**src/rtl/rr_arb16.sv**
```systemverilog
// rtl/rr_arb16.sv - 16-way round-robin arbiter with registered one-hot grant and early release
// Optional hold-timeout enabled by defining RR_ARB16_TIMEOUT_EN.
module rr_arb16 #(
   parameter int MAX_HOLD = 8
) (
   input  logic        clk,
   input  logic        rst_n,
   input  logic [15:0] req,
   input  logic        done,
   output logic [15:0] gnt,
   output logic [3:0]  gnt_idx,
   output logic        gnt_valid
);

   typedef enum logic {
      IDLE  = 1'b0,
      GRANT = 1'b1
   } state_t;

   if (MAX_HOLD < 1 || MAX_HOLD > 15) begin : g_max_hold_range
      $error("rr_arb16: MAX_HOLD must be within 1..15");
   end

   state_t      state_q, state_d;
   logic [3:0]  ptr_q, ptr_d;
   logic [15:0] gnt_q, gnt_d;
   logic [3:0]  gnt_idx_q, gnt_idx_d;
   logic        gnt_valid_q, gnt_valid_d;

   logic        found;
   logic [3:0]  win;
   logic [3:0]  cand;
   logic        hold_expired;
   logic        release_hit;

`ifdef RR_ARB16_TIMEOUT_EN
   localparam logic [3:0] HOLD_LAST = 4'(MAX_HOLD - 1);

   logic [3:0] hcnt_q, hcnt_d;

   assign hold_expired = (state_q == GRANT) && (hcnt_q == HOLD_LAST);
`else
   assign hold_expired = 1'b0;
`endif

   // done and a dropped request in the same cycle collapse into one release
   assign release_hit = !req[gnt_idx_q] || done || hold_expired;

   // Upward search from ptr; 4-bit arithmetic provides the 15 -> 0 wrap.
   always_comb begin
      found = 1'b0;
      win   = ptr_q;
      cand  = ptr_q;
      for (int k = 0; k < 16; k++) begin
         cand = ptr_q + 4'(k);
         if (!found && req[cand]) begin
            found = 1'b1;
            win   = cand;
         end
      end
   end

   always_comb begin
      state_d     = state_q;
      ptr_d       = ptr_q;
      gnt_d       = gnt_q;
      gnt_idx_d   = gnt_idx_q;
      gnt_valid_d = gnt_valid_q;
`ifdef RR_ARB16_TIMEOUT_EN
      hcnt_d      = hcnt_q;
`endif
      case (state_q)
         IDLE: begin
            if (found) begin
               state_d     = GRANT;
               gnt_d       = 16'd1 << win;
               gnt_idx_d   = win;
               gnt_valid_d = 1'b1;
`ifdef RR_ARB16_TIMEOUT_EN
               hcnt_d      = 4'd0;
`endif
            end
         end
         GRANT: begin
            if (release_hit) begin
               state_d     = IDLE;
               gnt_d       = 16'd0;
               gnt_idx_d   = 4'd0;
               gnt_valid_d = 1'b0;
               ptr_d       = gnt_idx_q + 4'd1;
            end else begin
`ifdef RR_ARB16_TIMEOUT_EN
               hcnt_d      = hcnt_q + 4'd1;
`endif
            end
         end
         default: begin
            state_d     = IDLE;
            gnt_d       = 16'd0;
            gnt_idx_d   = 4'd0;
            gnt_valid_d = 1'b0;
         end
      endcase
   end

   always_ff @(posedge clk) begin
      if (!rst_n) begin
         state_q     <= IDLE;
         ptr_q       <= 4'd0;
         gnt_q       <= 16'd0;
         gnt_idx_q   <= 4'd0;
         gnt_valid_q <= 1'b0;
`ifdef RR_ARB16_TIMEOUT_EN
         hcnt_q      <= 4'd0;
`endif
      end else begin
         state_q     <= state_d;
         ptr_q       <= ptr_d;
         gnt_q       <= gnt_d;
         gnt_idx_q   <= gnt_idx_d;
         gnt_valid_q <= gnt_valid_d;
`ifdef RR_ARB16_TIMEOUT_EN
         hcnt_q      <= hcnt_d;
`endif
      end
   end

   assign gnt       = gnt_q;
   assign gnt_idx   = gnt_idx_q;
   assign gnt_valid = gnt_valid_q;

endmodule

```
**config.mk**
```make
export PLATFORM = sky130hd
export DESIGN_NAME = rr_arb16
export DESIGN_NICKNAME = d
export VERILOG_FILES = /design/src/rtl/rr_arb16.sv
export SDC_FILE = /design/constraint.sdc
export NUM_CORES = 1
export LEC_CHECK = 0
export CELL_PAD_IN_SITES_DETAIL_PLACEMENT = 0
export CELL_PAD_IN_SITES_GLOBAL_PLACEMENT = 2
export CORE_MARGIN = 5
export CORE_UTILIZATION = 36
export CTS_CLUSTER_SIZE = 30
export DETAILED_ROUTE_END_ITERATION = 8
export GPL_ROUTABILITY_DRIVEN = 0
export PLACE_DENSITY = 0.8
export SLEW_MARGIN = 0
export SYNTH_ARGS = -nofsm -noshare
export SYNTH_HDL_FRONTEND = slang
export SYNTH_SLANG_ARGS = --single-unit
```
**constraint.sdc**
```tcl
create_clock -name clk -period 5.7 [get_ports clk]
set_clock_uncertainty 0.15 [all_clocks]
set_input_delay 1.71 -clock clk [delete_from_list [all_inputs] [get_ports clk]]
set_output_delay 1.71 -clock clk [all_outputs]
set_load 0.01 [all_outputs]
```
After elaboration in Yosys (flattened, before gate mapping)
Index checks and enable logic that the tools add are counted.
- word-level logic and storage cells: 153
- input bits: 19
- output and inout port bits: 21
- flip-flop bits (word level): 26
- eq/ne operators: 2
- shifts and indexed selects: 1
- bitwise logic cells: 1
- muxes and demuxes: 77
- add/subtract/negate cells: 16
- order comparisons: 17
- reduce and logical (&&, ||, !) cells: 34
- operators by type and width (operator ; count):
    less-than comparator 4 x 5 -> 1 bit, second input constant ; 17
    binary-select mux 1 bit (select 4 bit) ; 17
    two-way mux 4 bit ; 17
    two-way mux 1 bit ; 37
    adder 4 bit, second input constant ; 8
    two-way mux 16 bit ; 2
    case mux 16 bit (2 select lines) ; 1
    adder 4 x 3 -> 4 bit, second input constant ; 4
    logical NOT 1 bit ; 16
    << shifter 1 x 4 -> 16 bit, first input constant ; 1
    logical AND 1 bit ; 15
    adder 4 x 1 -> 4 bit, second input constant ; 2
    adder 4 x 2 -> 4 bit, second input constant ; 2
    case mux 4 bit (2 select lines) ; 1
    case mux 1 bit (2 select lines) ; 2
    AND reduction 2 bit ; 2
    != test 2 x 1 -> 1 bit, second input constant ; 1
    != test 2 bit, second input constant ; 1
    logical OR 1 bit ; 1
    NOT 1 bit ; 1

Logic depth before layout (Yosys ltp)
Gate-level depths: netlist (run 1).
- word-level depth: 51
- mapped depth: 19
- gate-level depth less buffers: 12

Least setup slack after synthesis (run 1)
No wires, ideal clock.
- path kind: input to register
- start point: input port req[13]
- end point: register gnt_q[15] (netlist: gnt[15])
- arrival: 4.327 ns
- path slack: 1.163 ns
- stages on the path: 10
- library setup time: 0.060 ns
- required time: 5.490 ns
- buffers on the path: 0
- cells stage by stage: mux4_2 mux4_2 o32ai_1 nand4_1 a32o_1 a22o_1 a32o_1 a221oi_4 and2_1 a22o_1
- cells in the longest elaborated chain, start to end: 51
- elaborated cells on any way between the ends: 103
- those cells by class: eq/ne (2); shift (1); mux (67); reduce/logical (33)
- ends and longest elaborated chain (item ; line ; source):
    start, declared ; 8 ; input logic [15:0] req,
    binary-select mux 1 bit (select 4 bit) ; 56 ; if (!found && req[cand]) begin
    two-way mux 1 bit (implied by the code) ; 56 ;
    two-way mux 1 bit ; 56 ;
    logical NOT 1 bit ; 56 ;
    logical AND 1 bit ; 56 ;
    two-way mux 1 bit ; 56 ;
    logical NOT 1 bit ; 56 ;
    logical AND 1 bit ; 56 ;
    [35 not listed] ; - ;
    logical AND 1 bit ; 56 ;
    two-way mux 1 bit ; 56 ;
    logical NOT 1 bit ; 56 ;
    logical AND 1 bit ; 56 ;
    two-way mux 4 bit ; 56 ;
    << shifter 1 x 4 -> 16 bit ; 76 ; gnt_d = 16'd1 << win;
    two-way mux 16 bit ; 74 ; if (found) begin
    case mux 16 bit (2 select lines) ; 72 ; case (state_q)
    end signal, assigned ; 119 ; gnt_q <= gnt_d;
    end, declared ; 26 ; logic [15:0] gnt_q, gnt_d;
Several ways; a longest one is shown, not always the timed one. The select of a mux whose other input is x is not followed.
A chain may end at the register's enable or synchronous reset.

Worst setup path after layout (run 1)
- start point: input port req[14]
- end point: register gnt_q[11] (netlist: gnt[11])
The elaborated chain is that of the path after synthesis.

==> flow_summary.ini, run 1 <==
[die]
die_area_um2 = 12400
initial_utilization_pct = 36.3
fp.dieW_um = 111
die_h_um = 111
pin_count = 40
rows = 37
core_area_um2 = 10200

[yosys]
yosys.area_share.simple_pct = 19.4
synthMuxAreaShare_pct = 31.8
synth_top_family_by_area = multiplexers
synth_edf_count = 0
synthFlopType = dfxtp_1
synth_compound_area_share_pct = 22.3
ys_ff_latch = 26
ys_top_cells_by_area = mux4_2 23%, dfxtp_1 14%, mux2i_1 4.6%
avgSynthCellArea_um2 = 9.07
synth_top_area_share_pct = 23.1
ys_types = 71
synthXorXnorAreaFrac_pct = 3.99
yosys_warnings = 0
syn-instance-count = 408
syn_nets = 435
netlist_area_um2 = 3700
synthArstFlopShare_pct = 0
synth-adder-area-share_pct = 2.71
yosysTopAreaCell = mux4_2
yosysSeqAreaShare_pct = 14.1

[worst_setup_path]
rr_endpoint = gnt[11]$_SDFFE_PN0P_
endpoint_kind = flop
r2r_setup_slack_ns = 1.12
crit_path_max_fanout = 7
critPathKind = in2reg
cp-start-kind = input port
required_ns = 5.76
r2r_cells = 12
r2r-start = ptr_q[1]$_SDFFE_PN0P_
worstPathArrival_ns = 5.58

[power]
power_leakage_nw = 1.49
irDropWorstVdd_mv = 0.279
p_per_area_nw_per_um2 = 621

[drt]
firstDrtPassIters = 5
vias_per_cell = 6.26
drc_errors = 0
wl_met2_mm = 5.65
vias = 3664
antenna_left = 0
wl_per_cell_um = 20.7
highest_layer = met4
drt-total-wl_mm = 12.1
met3WireLength_um = 760
met1_length_mm = 5.64
first_iter_violations = 263

[timing]
finalCriticalPeriod_ns = 5.51
worst_slew_pin_slew_ns = 0.903
finalHoldViolCount = 0
fin_ws_ns = 0.186
fin_tns_setup_ns = 0
rsz0062_at_grt = no
max_freq_mhz = 181
relSlewSlack_pct = 39.3
setup_violations = 0
final_max_slew_viol_count = 0
finalCritPeriodShare_pct = 96.7

[global_route]
gr-total-overflow = 0
grt_pass1_wl_mm = 19.5
grt_max_degree = 34
grt.total_usage_pct = 19.1
antenna_found_initial = 0
grt_pass1_vias = 3504

[place]
placed_area_um2 = 4310
port_buffers = 39
place_ws_ns = 0.0125
dp_hpwl_mm = 9.44

[clock_tree]
cts_max_level = 1
clkLatencyLatePin_ns = 0.26
clock_sinks = 26
clockBufferDepth = 2
root_buffer = clkbuf_8
post-cts-setup-buffers = 0
postCtsResizedCells = 0
cts_tree = yes
path_clk_slew_ns = 0.09
hold_buffers = 0
cts_made_buffers = 3

[hold_path]
min_path_type = reg2reg
hp-start = gnt[8]$_SDFFE_PN0P_
hold_depth = 2
whs_endpoint = gnt[8]$_SDFFE_PN0P_

[final_layout]
nNetsFinal = 478
final_core_util_pct = 42.7
antennaDiodeCount = 0
final_cell_area_um2 = 4350
mostFrequentLayoutCells = 39 x nand2_1, 39 x clkdlybuf4s50_1, 38 x mux4_2
drive_above_1_share_pct = 21.6
fillCellCount = 1050
area_growth_pct = 17.5

[job]
drv_cap = 0

[run_status]
status = finished clean
-- logic make-up after synthesis --
logic type,Yosys count
buffers and inverters,43
AO/OA/AOI/OAI,111
flip-flops,26
adder cells (fa/ha/maj),8
XOR/XNOR,16
AND/OR/NAND/NOR,136
multiplexers,68
-- per-layer routing --
| metal | global-route usage [%] | vias up |
|---|---|---|
| met4 | 2.03 | 0 |
| met2 | 29.9 | 147 |
| met1 | 29.2 | 1819 |
| met3 | 2.12 | 6 |
| met5 | 0 | - |
| li1 | - | 1692 |
-- sequential cells by signal (all words and copies together) (netlist names) --
register / flops
gnt: 16
gnt_idx: 4
ptr_q: 4
gnt_valid: 1
state_q: 1
-- synthesized netlist by cell type, types with 5 or more instances --
library cell,instances
a21oi_1,13
a22o_1,9
a31oi_1,8
a32o_1,5
a32oi_1,6
and2_1,6
and3_1,7
buf_2,12
clkbuf_1,6
dfxtp_1,26
ha_1,8
inv_1,15
mux2_2,11
mux2i_1,17
mux4_2,38
nand2_1,39
nand3_1,11
nand4_1,5
nor2_1,26
nor3_1,11
o21ai_0,14
o21ai_1,8
o22ai_1,5
xnor2_1,11
-- worst max path at each step --
stage | depth (start not counted) | slack (ns) | endpoint | from
floorplan | 10 | 1.16 | gnt[15]$_SDFFE_PN0P_ | req[13]
global placement | 11 | -0.02 | gnt[11]$_SDFFE_PN0P_ | req[1]
detailed placement | 11 | 0.01 | gnt[11]$_SDFFE_PN0P_ | req[1]
CTS | 11 | 0.27 | gnt[11]$_SDFFE_PN0P_ | req[1]
global route | 11 | 0.07 | gnt[11]$_SDFFE_PN0P_ | req[1]
finish | 11 | 0.19 | gnt[11]$_SDFFE_PN0P_ | req[14]
-- worst max-delay path, cell delays in order --
cell and delay [ns]:
clkdlybuf4s50_1 0.57, mux4_2 0.55, mux4_2 0.59, o32ai_1 0.44, nand4_1 0.16, a32o_1 0.25, a22o_1 0.25, a32o_1 0.28
a221oi_4 0.40, and2_1 0.23, a22o_1 0.13
-- power by group --
part           internal (mW)  switching, mW
registers              0.230         0.0633
clock network         0.0472         0.0544
logic                  0.983           1.32
total                   1.26           1.44
-- final cells by class --
class	instances	area, um2	share of cell area, %
inverters	16	60.1	1.38
clock buffers	3	41.3	0.950
repair buffers	65	586	13.5
multi-input cells	339	2970	68.3
well taps	136	170	3.91
flip-flops and latches	26	520	12.0
-- stage by stage --
step | instances | hold WS [ns] | total power [mW]
2_1_floorplan | 408 | 0.320 | 1.90
3_5_place_dp | 582 | 0.297 | 2.57
3_3_place_gp | 582 | 0.288 | 2.58
4_1_cts | 585 | 0.310 | 2.68
5_1_grt | 585 | 0.346 | 2.91
6_report | 585 | 0.303 | 2.70
Power figures use the tool's default switching activity.
==> run 2: changes to the inputs <==
- CAP_MARGIN: default -> 20
==> results of run 2 <==
The final DEF is identical to that of run 1; final timing and power are the same.
==> run 3: changes to the inputs <==
- ABC_CLOCK_PERIOD_IN_PS: default -> 5700
- CAP_MARGIN: 20 -> default
==> results of run 3 <==
The final DEF is identical to that of run 1; final timing and power are the same.
